File: src/rtl/i2c_master_byte_engine.sv
// I2C master byte engine: runs START / STOP / repeated-START / byte WRITE / byte READ
// on one of NUM_CH open-drain buses. SCL timing comes from a quarter-period divider.
// The engine waits in IDLE for one extra cycle after each response, so cmd_ready
// rises one cycle after rsp_valid.
// Optional feature macro: I2C_MASTER_CLK_STRETCH_EN. When it is defined, the
// divider waits while a slave holds SCL low.
module i2c_master_byte_engine #(
    parameter int NUM_CH  = 2,
    parameter int CH_W    = 1,
    parameter int QTR_DIV = 125,
    parameter int DIV_W   = 8
) (
    input  logic              clk,
    input  logic              rst,
    input  logic              cmd_valid,
    output logic              cmd_ready,
    input  logic [2:0]        cmd_op,
    input  logic [CH_W-1:0]   cmd_ch,
    input  logic [7:0]        cmd_wdata,
    input  logic              cmd_mack,
    output logic              rsp_valid,
    output logic [7:0]        rsp_rdata,
    output logic              rsp_nack,
    output logic              rsp_err,
    output logic              busy,
    output logic [NUM_CH-1:0] scl_oen,
    output logic [NUM_CH-1:0] sda_oen,
    input  logic [NUM_CH-1:0] scl_i,
    input  logic [NUM_CH-1:0] sda_i
);

    typedef enum logic [2:0] {
        ST_IDLE  = 3'd0,
        ST_START = 3'd1,
        ST_STOP  = 3'd2,
        ST_BIT   = 3'd3,
        ST_DONE  = 3'd4
    } state_t;

    localparam logic [2:0] OP_START  = 3'd0;
    localparam logic [2:0] OP_STOP   = 3'd1;
    localparam logic [2:0] OP_WRITE  = 3'd2;
    localparam logic [2:0] OP_READ   = 3'd3;
    localparam logic [2:0] OP_RSTART = 3'd4;
    localparam logic [DIV_W-1:0] DIV_LAST = DIV_W'(QTR_DIV - 1);

    state_t            state_r, state_nx_s;
    logic [DIV_W-1:0]  div_r;
    logic [1:0]        qtr_r;
    logic [3:0]        bit_r;
    logic [2:0]        op_r;
    logic [CH_W-1:0]   ch_r;
    logic [7:0]        wdata_r;
    logic              mack_r;
    logic [7:0]        shift_r;
    logic              ack_r;
    logic              scl_lvl_r, sda_lvl_r, scl_nx_s, sda_nx_s;
    logic              accept_s, active_s, freeze_s, qtr_end_s, sample_s, bit_val_s;
    logic              cmd_ready_r, busy_r, rsp_valid_r, rsp_nack_r, rsp_err_r;
    logic [7:0]        rsp_rdata_r;
    logic [NUM_CH-1:0] scl_oen_r, sda_oen_r;

    // Release every line except the selected channel, which gets the requested level.
    function automatic logic [NUM_CH-1:0] line_mask(input logic lvl, input logic [CH_W-1:0] ch);
        logic [NUM_CH-1:0] m;
        m     = {NUM_CH{1'b1}};
        m[ch] = lvl;
        return m;
    endfunction

    assign accept_s  = cmd_valid && cmd_ready_r && (state_r == ST_IDLE);
    assign active_s  = (state_r == ST_START) || (state_r == ST_STOP) || (state_r == ST_BIT);
    assign qtr_end_s = active_s && (div_r == DIV_LAST) && !freeze_s;
    assign sample_s  = (state_r == ST_BIT) && (qtr_r == 2'd2) && qtr_end_s;

`ifdef I2C_MASTER_CLK_STRETCH_EN
    // Hold the divider while SCL has been released by us but a slave keeps it low.
    always_comb begin
        freeze_s = 1'b0;
        if (scl_oen_r[ch_r] && !scl_i[ch_r]) begin
            case (state_r)
                ST_BIT:            freeze_s = (qtr_r == 2'd1) || (qtr_r == 2'd2);
                ST_START, ST_STOP: freeze_s = (qtr_r == 2'd1);
                default:           freeze_s = 1'b0;
            endcase
        end else begin
            freeze_s = 1'b0;
        end
    end
`else
    logic unused_scl_s;
    assign freeze_s     = 1'b0;
    assign unused_scl_s = ^scl_i;
`endif

    // SDA level for the current bit: write data then released ACK slot, or released read bits then master ACK.
    always_comb begin
        bit_val_s = 1'b1;
        if (op_r == OP_WRITE) begin
            bit_val_s = (bit_r < 4'd8) ? wdata_r[3'd7 - bit_r[2:0]] : 1'b1;
        end else begin
            bit_val_s = (bit_r < 4'd8) ? 1'b1 : mack_r;
        end
    end

    // Next state and next bus levels; levels hold whenever no phase drives them.
    always_comb begin
        state_nx_s = state_r;
        scl_nx_s   = scl_lvl_r;
        sda_nx_s   = sda_lvl_r;
        case (state_r)
            ST_IDLE: begin
                if (accept_s) begin
                    case (cmd_op)
                        OP_START, OP_RSTART: state_nx_s = ST_START;
                        OP_STOP:             state_nx_s = ST_STOP;
                        OP_WRITE, OP_READ:   state_nx_s = ST_BIT;
                        default:             state_nx_s = ST_DONE;
                    endcase
                end else begin
                    state_nx_s = ST_IDLE;
                end
            end
            ST_START: begin
                scl_nx_s   = (qtr_r != 2'd3);
                sda_nx_s   = (qtr_r < 2'd2);
                state_nx_s = (qtr_end_s && qtr_r == 2'd3) ? ST_DONE : ST_START;
            end
            ST_STOP: begin
                scl_nx_s   = (qtr_r != 2'd0);
                sda_nx_s   = (qtr_r == 2'd3);
                state_nx_s = (qtr_end_s && qtr_r == 2'd3) ? ST_DONE : ST_STOP;
            end
            ST_BIT: begin
                scl_nx_s   = (qtr_r == 2'd1) || (qtr_r == 2'd2);
                sda_nx_s   = bit_val_s;
                state_nx_s = (qtr_end_s && qtr_r == 2'd3 && bit_r == 4'd8) ? ST_DONE : ST_BIT;
            end
            ST_DONE: state_nx_s = ST_IDLE;
            default: state_nx_s = ST_IDLE;
        endcase
    end

    // State register.
    always_ff @(posedge clk) begin
        if (rst) state_r <= ST_IDLE;
        else     state_r <= state_nx_s;
    end

    // Command latch, quarter/bit counters, bus level tracking and sampled data.
    always_ff @(posedge clk) begin
        if (rst) begin
            div_r     <= '0;
            qtr_r     <= 2'd0;
            bit_r     <= 4'd0;
            op_r      <= 3'd0;
            ch_r      <= '0;
            wdata_r   <= 8'd0;
            mack_r    <= 1'b0;
            shift_r   <= 8'd0;
            ack_r     <= 1'b0;
            scl_lvl_r <= 1'b1;
            sda_lvl_r <= 1'b1;
        end else begin
            scl_lvl_r <= scl_nx_s;
            sda_lvl_r <= sda_nx_s;
            if (accept_s) begin
                div_r   <= '0;
                qtr_r   <= 2'd0;
                bit_r   <= 4'd0;
                op_r    <= cmd_op;
                wdata_r <= cmd_wdata;
                mack_r  <= cmd_mack;
                // Illegal ops must not move the selected bus.
                if (cmd_op <= OP_RSTART) ch_r <= cmd_ch;
            end else if (active_s && !freeze_s) begin
                if (div_r == DIV_LAST) begin
                    div_r <= '0;
                    qtr_r <= qtr_r + 2'd1;
                    if (qtr_r == 2'd3) bit_r <= bit_r + 4'd1;
                end else begin
                    div_r <= div_r + DIV_W'(1);
                end
            end
            if (sample_s) begin
                if (bit_r < 4'd8) shift_r <= {shift_r[6:0], sda_i[ch_r]};
                else              ack_r   <= sda_i[ch_r];
            end
        end
    end

    // Registered handshake, response and pad-enable outputs.
    always_ff @(posedge clk) begin
        if (rst) begin
            cmd_ready_r <= 1'b1;
            busy_r      <= 1'b0;
            rsp_valid_r <= 1'b0;
            rsp_rdata_r <= 8'd0;
            rsp_nack_r  <= 1'b0;
            rsp_err_r   <= 1'b0;
            scl_oen_r   <= {NUM_CH{1'b1}};
            sda_oen_r   <= {NUM_CH{1'b1}};
        end else begin
            cmd_ready_r <= (state_r == ST_IDLE) && !accept_s;
            busy_r      <= !((state_r == ST_IDLE) && !accept_s);
            rsp_valid_r <= (state_r == ST_DONE);
            rsp_err_r   <= (state_r == ST_DONE) && (op_r > OP_RSTART);
            if (state_r == ST_DONE && op_r == OP_WRITE) rsp_nack_r  <= ack_r;
            if (state_r == ST_DONE && op_r == OP_READ)  rsp_rdata_r <= shift_r;
            scl_oen_r   <= line_mask(scl_nx_s, ch_r);
            sda_oen_r   <= line_mask(sda_nx_s, ch_r);
        end
    end

    assign cmd_ready = cmd_ready_r;
    assign busy      = busy_r;
    assign rsp_valid = rsp_valid_r;
    assign rsp_rdata = rsp_rdata_r;
    assign rsp_nack  = rsp_nack_r;
    assign rsp_err   = rsp_err_r;
    assign scl_oen   = scl_oen_r;
    assign sda_oen   = sda_oen_r;

endmodule
File: config.mk
export PLATFORM = sky130hd
export DESIGN_NAME = i2c_master_byte_engine
export DESIGN_NICKNAME = d
export VERILOG_FILES = /design/src/rtl/i2c_master_byte_engine.sv
export SDC_FILE = /design/constraint.sdc
export NUM_CORES = 1
export LEC_CHECK = 0
export CORE_UTILIZATION = 27
export DETAILED_ROUTE_END_ITERATION = 10
export PLACE_DENSITY_LB_ADDON = 0.1
export SETUP_SLACK_MARGIN = 0.3
export SLEW_MARGIN = 20
export SYNTH_ARGS = -nofsm -noshare
export SYNTH_HDL_FRONTEND = slang
export SYNTH_SLANG_ARGS = --single-unit
File: constraint.sdc
create_clock -name clk -period 2.2 [get_ports clk]
set_input_delay 0.44 -clock clk [delete_from_list [all_inputs] [get_ports clk]]
set_output_delay 0.44 -clock clk [all_outputs]
set_load 0.03 [all_outputs]
==> results of run 1 <==
[stage by stage]
| step | std cells | setup slack (ps) |
|---|---|---|
| global placement | 410 | 221 |
| detailed placement | 410 | 225 |
| CTS | 428 | 305 |
| floorplan | 265 | 416 |
| global route | 428 | 294 |
| finish | 428 | 404 |
[placed cells by master (no fill, tap or decap), types with 3 or more instances in the layout]
| cell type | n |
|---|---|
| xnor2_1 | 8 |
| clkdlybuf4s50_1 | 33 |
| nor4_1 | 3 |
| clkbuf_8 | 9 |
| ha_1 | 6 |
| o21ai_0 | 3 |
| xor2_1 | 3 |
| nor3_1 | 5 |
| nor2_1 | 37 |
| dfxtp_1 | 56 |
| inv_1 | 11 |
| nand3_1 | 4 |
| nor2b_1 | 3 |
| nand2b_1 | 7 |
| a21oi_1 | 16 |
| nand2_1 | 30 |
| mux2i_1 | 21 |
| clkinv_2 | 3 |
| buf_4 | 17 |
[cell families (layout without fill, tap and decap cells)]
kind of cell	count (synthesis)	in the layout	synth area share (%)
buffers and inverters	23	78	3.76
XOR/XNOR	11	11	3.86
AND/OR/NAND/NOR	109	109	23.0
multiplexers	24	24	10.7
flip-flops	58	58	46.5
adder cells (fa/ha/maj)	6	6	3.01
AO/OA/AOI/OAI	34	34	9.17
[cell usage after synthesis (all sizes together), types with 2 or more instances]
cell and instances:
a2111oi 2, nor2 37, nor3 6, o32a 2
clkbuf 7, mux2i 21, or2 2, nand3 4
o21ai 3, or3b 2, xor2 3, dfxtp 58
nand3b 3, nand2 30, nor4bb 2, nor2b 3
xnor2 8, ha 6, nor4 5, nor4b 2
a21oi 16, inv 11, nand2b 7, nand4 3
a211oi 2, buf 5, mux4 2
[power by group through the flow]
stage / Clock, mW / Combinational [mW] / Sequential [mW]
after floorplan: 0 / 0.166 / 1.17
after global placement: 0 / 0.322 / 1.15
after detailed placement: 0 / 0.321 / 1.15
after CTS: 1.01 / 0.322 / 1.12
after global routing: 1.06 / 0.349 / 1.13
final: 0.965 / 0.317 / 1.12
[worst max path at each step]
stage | start | endpoint | slack [ps] | cells after the start
detailed placement | cmd_valid | div_r[7] | 220 | 5
finish | rsp_rdata[7] | rsp_rdata[7] | 400 | 1
global placement | div_r[1] | state_r[0] | 220 | 6
floorplan | div_r[0] | state_r[0] | 420 | 6
CTS | div_r[1] | state_r[0] | 310 | 6
global route | state_r[0] | div_r[1] | 290 | 4
[layout make-up]
cell class                 count  share of cell area (%)
multi-input combinational    184                    38.6
timing repair buffer          51                    14.4
inverter                      11                    1.27
clock inverter                 7                    2.15
sequential                    58                    35.7
clock buffer                   9                    3.80
tap                          108                    4.14
[sequential cells by signal, summed over array words and instances (netlist names), 2 cells and up]
register   count
qtr_r          2
op_r           3
div_r          8
rsp_rdata      8
bit_r          4
sda_oen        2
wdata_r        8
scl_oen        2
state_r        3
shift_r        8
[per-layer routing]
| metal | up-vias | wire length [µm] |
|---|---|---|
| li1 | 1014 | - |
| met1 | 904 | 2880 |
| met2 | 29 | 2360 |
| met3 | 6 | 192 |
| met4 | 0 | 73 |
| met5 | - | 0 |
[timing repair]
item,CTS,global route
setup buffers,2,0
hold buffers,0,0
endpoints found under the setup margin,1,8
pin swaps,0,1
gates resized for setup,0,5
==> qor.yml, run 1 <==
dpl_cell_area_um2: 3040
finalCritPeriodShare_pct: 81.7
num_rows: 34
tns_ps: 0
yosys.area.top_type: "dfxtp_1"
p_int_mw: 1.76
num-nets-final: 341
grt_setup_unrepaired: "true"
synthArstFlopShare_pct: 0
numPortBuffers: 34
worstSetupStartpointType: "flop"
synth-edff-count: 0
ys.flop_type: "dfxtp_1"
slowest_stage: "clkdlybuf4s50_1"
layout.area.seq_um2: 1160
r2r_end: "state_r[0]"
initial_utilization_pct: 28.2
p_leak_nw: 1.15
routed_wl_um: 5510
worst_slew_pin_slew_ps: 705
p_clk_share_pct: 40.1
grt_max_degree: 17
die_w_um: 98.2
grt_usage_pct: 12.8
syn_nets: 291
die_y_um: 98.2
grt_use_met3_pct: 5.01
final_area_um2: 3260
layout-drive-gt1-share_pct: 15.9
syn_area_per_cell_um2: 9.42
ys_top_cells_by_area: "dfxtp_1 (47%), mux2i_1 (8.4%), nor2_1 (5.6%)"
grtUsageMet1_pct: 17.3
endpoint_kind: "primary output"
drtIter0Drc: 59
whs_path_depth: 1
synth_top_area_share_pct: 46.5
drv_slew: 0
vias: 1953
finalPower_mw: 2.41
timing.hold.ws_ps: 428
timing.max_cap.violations: 0
cts_tree: "built"
min_period_ps: 1800
ys_seq_elements: 58
synth_cells: 265
r2r_slack_ps: 420
status: "complete, no violations"
reg2reg_depth: 6
yosys_warnings: 0
finalHoldViolCount: 0
worstPathMaxFanout: 2
via_per_inst: 4.56
utilization_pct: 36.9
ctsRootBufferMaster: "clkbuf_8"
max-slew-margin-rel_pct: 52.9
clk_pin_slew_ps: 70
cts_num_sinks: 58
die-area_um2: 9630
grt_pass1_wl_um: 9690
synth.distinct_cells: 48
multi_input_area_um2: 1260
combPwrFrac_pct: 13.2
ant_nets: 0
critPathKind: "flop to primary output"
core_um2: 8850
p_sw_share_pct: 26.7
crit_buf_inv: 1
setup_viol: 0
gp_congestion: 0.720
regToRegStartpoint: "div_r[1]"
hold_path.class: "flop to flop"
htreeDepth: 3
wire_per_inst_um: 12.9
ios: 37
antenna_found_initial: 0
area_delta_synth_final_pct: 30.7
fin_worst_skew_ps: 11.6
n_fill_cell: 925
cp_cell_sequence: "clkdlybuf4s50_1"
max_freq_mhz: 557
p_seq_share_pct: 46.7
required_ps: 1760
diodes: 0
hold_end: "sda_oen[1]"
remaining_drc_errors: 0
critPathMaxStageDelay_ps: 680
firstDrtPassIters: 6
overflow: 0
clock_latency_ps: 340
critPathTopFamily: "buffers and inverters"
grt_pass1_vias: 1940
global_route.usage.met2_pct: 18.7
p_per_area_nw_per_um2: 738
worstHoldStart: "ch_r"
busiest_layer: "met2"
ir_drop_v: 0.000427
synth-seq-area-share_pct: 46.5
clk_path_buf_depth: 2
arrival_ps: 1360
hpwl_um: 3960
syn_area_um2: 2500
p_switching_mw: 0.644
cts_buffers: 9
No activity file was read; power rests on OpenSTA's default activity.
==> run 2: changes to the inputs <==
- clock period: 2.2 -> 1.6 ns (I/O delays scaled with it)
==> run 2 against run 1 <==
  * The run now ends with design-rule violations, negative setup slack left
  * Power rose by 46%
  * Critical path type is now flop to flop
  * Core utilization is 6.4 points higher
  * Highest routed layer unchanged
  * Critical path depth increased by 4
==> qor.yml, run 2 (same netlist as run 1, synthesis figures left out) <==
status: "finished, violations left"
violations: "design-rule violations, negative setup slack"
min_period_ps: 1620
grt_pass1_vias: 2065
clock_latency_ps: 340
worstSetupStartpointType: "flop"
grt_pass1_wl_um: 10200
overflow: 0
p_leak_nw: 1.47
critPathKind: "flop to flop"
hold_end: "sda_oen[1]"
dpl_cell_area_um2: 3310
num-nets-final: 372
p_per_area_nw_per_um2: 919
setup_viol: 6
vias: 2082
grt_usage_pct: 13.8
whs_path_depth: 1
cts_tree: "built"
ios: 37
core_um2: 8850
ant_nets: 0
final_cell_mix: "dfxtp_1 (44), buf_4 (36), nor2_1 (34)"
drtIter0Drc: 58
worstPathMaxFanout: 8
finalPower_mw: 3.52
required_ps: 1830
cts_buffers: 9
wire_per_inst_um: 13.3
r2r_slack_ps: -20
grt_setup_unrepaired: "true"
tns_ps: -80.2
grt_max_degree: 22
regToRegStartpoint: "state_r[0]"
htreeDepth: 3
max_freq_mhz: 616
max-slew-margin-rel_pct: 60.4
worstHoldStart: "ch_r"
timing.max_cap.violations: 0
dp.cells: 429
routed_wl_um: 6120
final_area_um2: 3830
die-area_um2: 9630
layout-drive-gt1-share_pct: 41.3
num_rows: 34
timing.hold.ws_ps: 435
worst_slew_pin_slew_ps: 585
finalHoldViolCount: 0
reg2reg_depth: 5
remaining_drc_errors: 5
fin_worst_skew_ps: 9.40
arrival_ps: 1850
die_y_um: 98.2
antenna_found_initial: 0
hpwl_um: 4190
ctsRootBufferMaster: "clkbuf_8"
final-instance-count-excl-fill: 459
firstDrtPassIters: 7
crit_path_start: "state_r[0]"
area_delta_synth_final_pct: 53.4
cts_hold_buf: 0
die_w_um: 98.2
clk_pin_slew_ps: 70
initial_utilization_pct: 28.2
finalCritPeriodShare_pct: 101
via_per_inst: 4.54
numPortBuffers: 34
drv_slew: 0
endpoint_kind: "flop"
cts_num_sinks: 58
r2r_end: "rsp_rdata[1]"
setup_ws_ps: -22.1
gp_congestion: 0.714
final_common_cell: "dfxtp_1"
clk_path_buf_depth: 2
diodes: 0
hold_path.class: "flop to flop"
ir_drop_v: 0.000335
run 2: stage by stage:
stage	setup slack, ps	util (%)
5_1_grt	-137	43.3
3_5_place_dp	-180	37.4
3_3_place_gp	-168	37.4
4_1_cts	-33.3	40.9
6_report	-22.1	43.3
2_1_floorplan	-33.3	-
run 2: worst max path at each step:
stage,end,slack [ps]
2_1_floorplan,rsp_rdata[0],-30
3_3_place_gp,qtr_r[0],-170
3_5_place_dp,bit_r[0],-180
4_1_cts,rsp_rdata[1],-30
5_1_grt,rsp_rdata[2],-140
6_report,rsp_rdata[1],-20
run 2: what timing repair did:
item | CTS | global route
hold endpoints to repair | 0 | 0
pin swaps | 7 | 20
buffers inserted | 8 | 6
endpoints found under the setup margin | 71 | 59
gates resized for setup | 90 | 43
run 2: layout make-up:
class | instances | area [µm²]
clock buffers | 10 | 138
fillers | 899 | 5020
repair buffers | 82 | 709
clock inverters | 6 | 65.1
inverters | 11 | 43.8
multi-input cells | 184 | 1540
flip-flops and latches | 58 | 1200
well taps | 108 | 135
run 2: worst max-delay path, stage by stage, from the launching register on:
cell      delay [ps]
dfxtp_4          360
or3b_4           420
nor4bb_4         290
buf_6            190
mux2i_1          200
nor2_1            50
run 2: layer usage:
metal | vias to the layer above | share of wire (%) | track usage (%)
met5 | - | 0 | 0
met4 | 0 | 1.8 | 7.23
met3 | 9 | 3.9 | 3.08
met2 | 34 | 45 | 21.9
met1 | 963 | 50 | 17.5
li1 | 1076 | - | -
run 2: power by group:
| part | leakage [nW] | total [mW] | switching (mW) | internal (mW) |
|---|---|---|---|---|
| sequential | 0.479 | 1.54 | 0.0415 | 1.50 |
| combinational | 0.891 | 0.576 | 0.295 | 0.281 |
| clock | 0.0988 | 1.40 | 0.636 | 0.762 |
==> run 3: changes to the inputs <==
- CORE_MARGIN: unset -> 8
==> run 3 against run 2 <==
  * First-iteration DRC count shrank 8.6%
  * Global-route usage shrank 3.2 points
  * Sequential share of layout area grew 0.36 points
  * Hold slack gained 13 ps
  * Count of clock-buffer cells in the layout grew 2
  * Clock skew shrank 0.82 ps
  * Maximum frequency grew 0.44%
  * Clock power is essentially flat
  * Routed wire length grew 4.5%
  * Cell count grew 0.87%
  * Sequential power is essentially flat
  * The run ends with negative setup slack left
==> qor.yml, run 3 (same netlist as run 1, synthesis figures left out) <==
status: "finished, violations left"
violations: "negative setup slack"
drv_slew: 0
min_period_ps: 1620
die_y_um: 112
remaining_drc_errors: 0
area_delta_synth_final_pct: 50.4
num-nets-final: 373
ios: 37
routed_wl_um: 6400
ant_nets: 0
layout.area.seq_um2: 1190
cp_cell_sequence: "or3b_4 > nor4bb_2 > buf_4 > mux2i_1 > nor2_1"
final_common_cell: "dfxtp_1"
p_per_area_nw_per_um2: 937
cts_tree: "built"
max-slew-margin-rel_pct: 70.2
layout-drive-gt1-share_pct: 39.8
core_um2: 9110
final_cell_mix: "dfxtp_1 (46), buf_4 (41), nor2_1 (35)"
cts_hold_buf: 0
clk_path_buf_depth: 2
firstDrtPassIters: 6
grt_pass1_vias: 2221
multi_input_area_um2: 1490
n_fill_cell: 977
setup_viol: 8
finalCritPeriodShare_pct: 101
p_leak_nw: 1.46
wl_met1_um: 3160
r2r_slack_ps: -20
final_area_um2: 3750
setup_ws_ps: -15.1
antenna_found_initial: 0
initial_utilization_pct: 27.4
drtIter0Drc: 53
wl_met3_um: 242
timing.max_cap.violations: 0
die_w_um: 112
dr.max_layer_used: "met4"
critPathMaxStageDelay_ps: 380
gp_congestion: 0.721
slowest_stage: "or3b_4"
numPortBuffers: 34
dpl_cell_area_um2: 3320
worst_slew_pin_slew_ps: 447
required_ps: 1820
clock_latency_ps: 330
cts_num_sinks: 58
endpoint_kind: "flop"
ctsRootBufferMaster: "clkbuf_8"
grt_usage_pct: 10.6
via_per_inst: 4.48
cts_buffers: 9
finalHoldViolCount: 0
wire_per_inst_um: 13.8
num_rows: 35
dr_wl_met2_um: 2940
hold_path.class: "flop to flop"
grt_max_degree: 21
grt_pass1_wl_um: 10800
grt_setup_unrepaired: "true"
utilization_pct: 41.2
worstSetupStartpointType: "flop"
htreeDepth: 3
arrival_ps: 1840
die-area_um2: 12600
diodes: 0
hpwl_um: 4490
overflow: 0
critPathKind: "flop to flop"
worstPathMaxFanout: 8
vias: 2074
fin_worst_skew_ps: 8.58
ir_drop_v: 0.000447
clk_pin_slew_ps: 70
max_freq_mhz: 619
finalPower_mw: 3.52
## run 3: cell types whose count changed in the layout (fill, tap and decap cells not counted), moves of 2 or more
cell        before  now
dfxtp_1         44   46
mux2i_4          2    0
clkinvlp_4       2    0
buf_4           36   41
buf_6           10    7
dfxtp_4          7    4
## run 3: per-layer routing
metal  up-vias  GRT usage (%)
li1       1078              -
met1       958           13.1
met2        33           16.8
met3         5           3.49
met4         0           4.05
met5         -              0
## run 3: cell type report
type | instances | share of cell area (%)
Sequential cell | 58 | 31.6
Clock buffer | 12 | 4.13
Timing Repair Buffer | 83 | 18.3
Clock inverter | 4 | 1.27
Tap cell | 111 | 3.70
Inverter | 11 | 1.17
Multi-Input combinational cell | 184 | 39.8
## run 3: power breakdown
part           switching (mW)  leakage (nW)  total, mW  internal (mW)
registers              0.0375         0.477       1.54           1.51
clock network           0.592         0.107       1.40          0.804
logic                   0.296         0.873      0.578          0.282
total                   0.925          1.46       3.52           2.59
## run 3: through the flow
step	hold WS, ps	setup TNS [ps]	setup WS (ps)	cells
floorplan	396	-266	-33.3	265
global placement	424	-2940	-159	433
detailed placement	441	-3210	-156	433
CTS	456	-109	-16.0	458
global route	472	-947	-65.3	463
finish	448	-64.8	-15.1	463
## run 3: worst paths after layout
kind,startpoint,endpoint,cells past startpoint
worst max register to register,state_r[2],rsp_rdata[0],5
worst min register to register,ch_r,sda_oen[1],1
worst max-delay path,state_r[2],rsp_rdata[0],5
worst min-delay path,ch_r,sda_oen[1],1
## run 3: critical path: cells and delay by family (launching register included)
family	cells	cell delay, ps
buffers and inverters	1	240
DFF	1	360
muxes	1	200
and+or+nand+nor	3	700
## run 3: timing repair
item                                    CTS  global route
pin swaps                                12             6
gates resized for setup                  94            25
setup buffers                             8             5
cloned                                    1             0
endpoints found under the setup margin   70            62
endpoints found under the hold margin     0             0
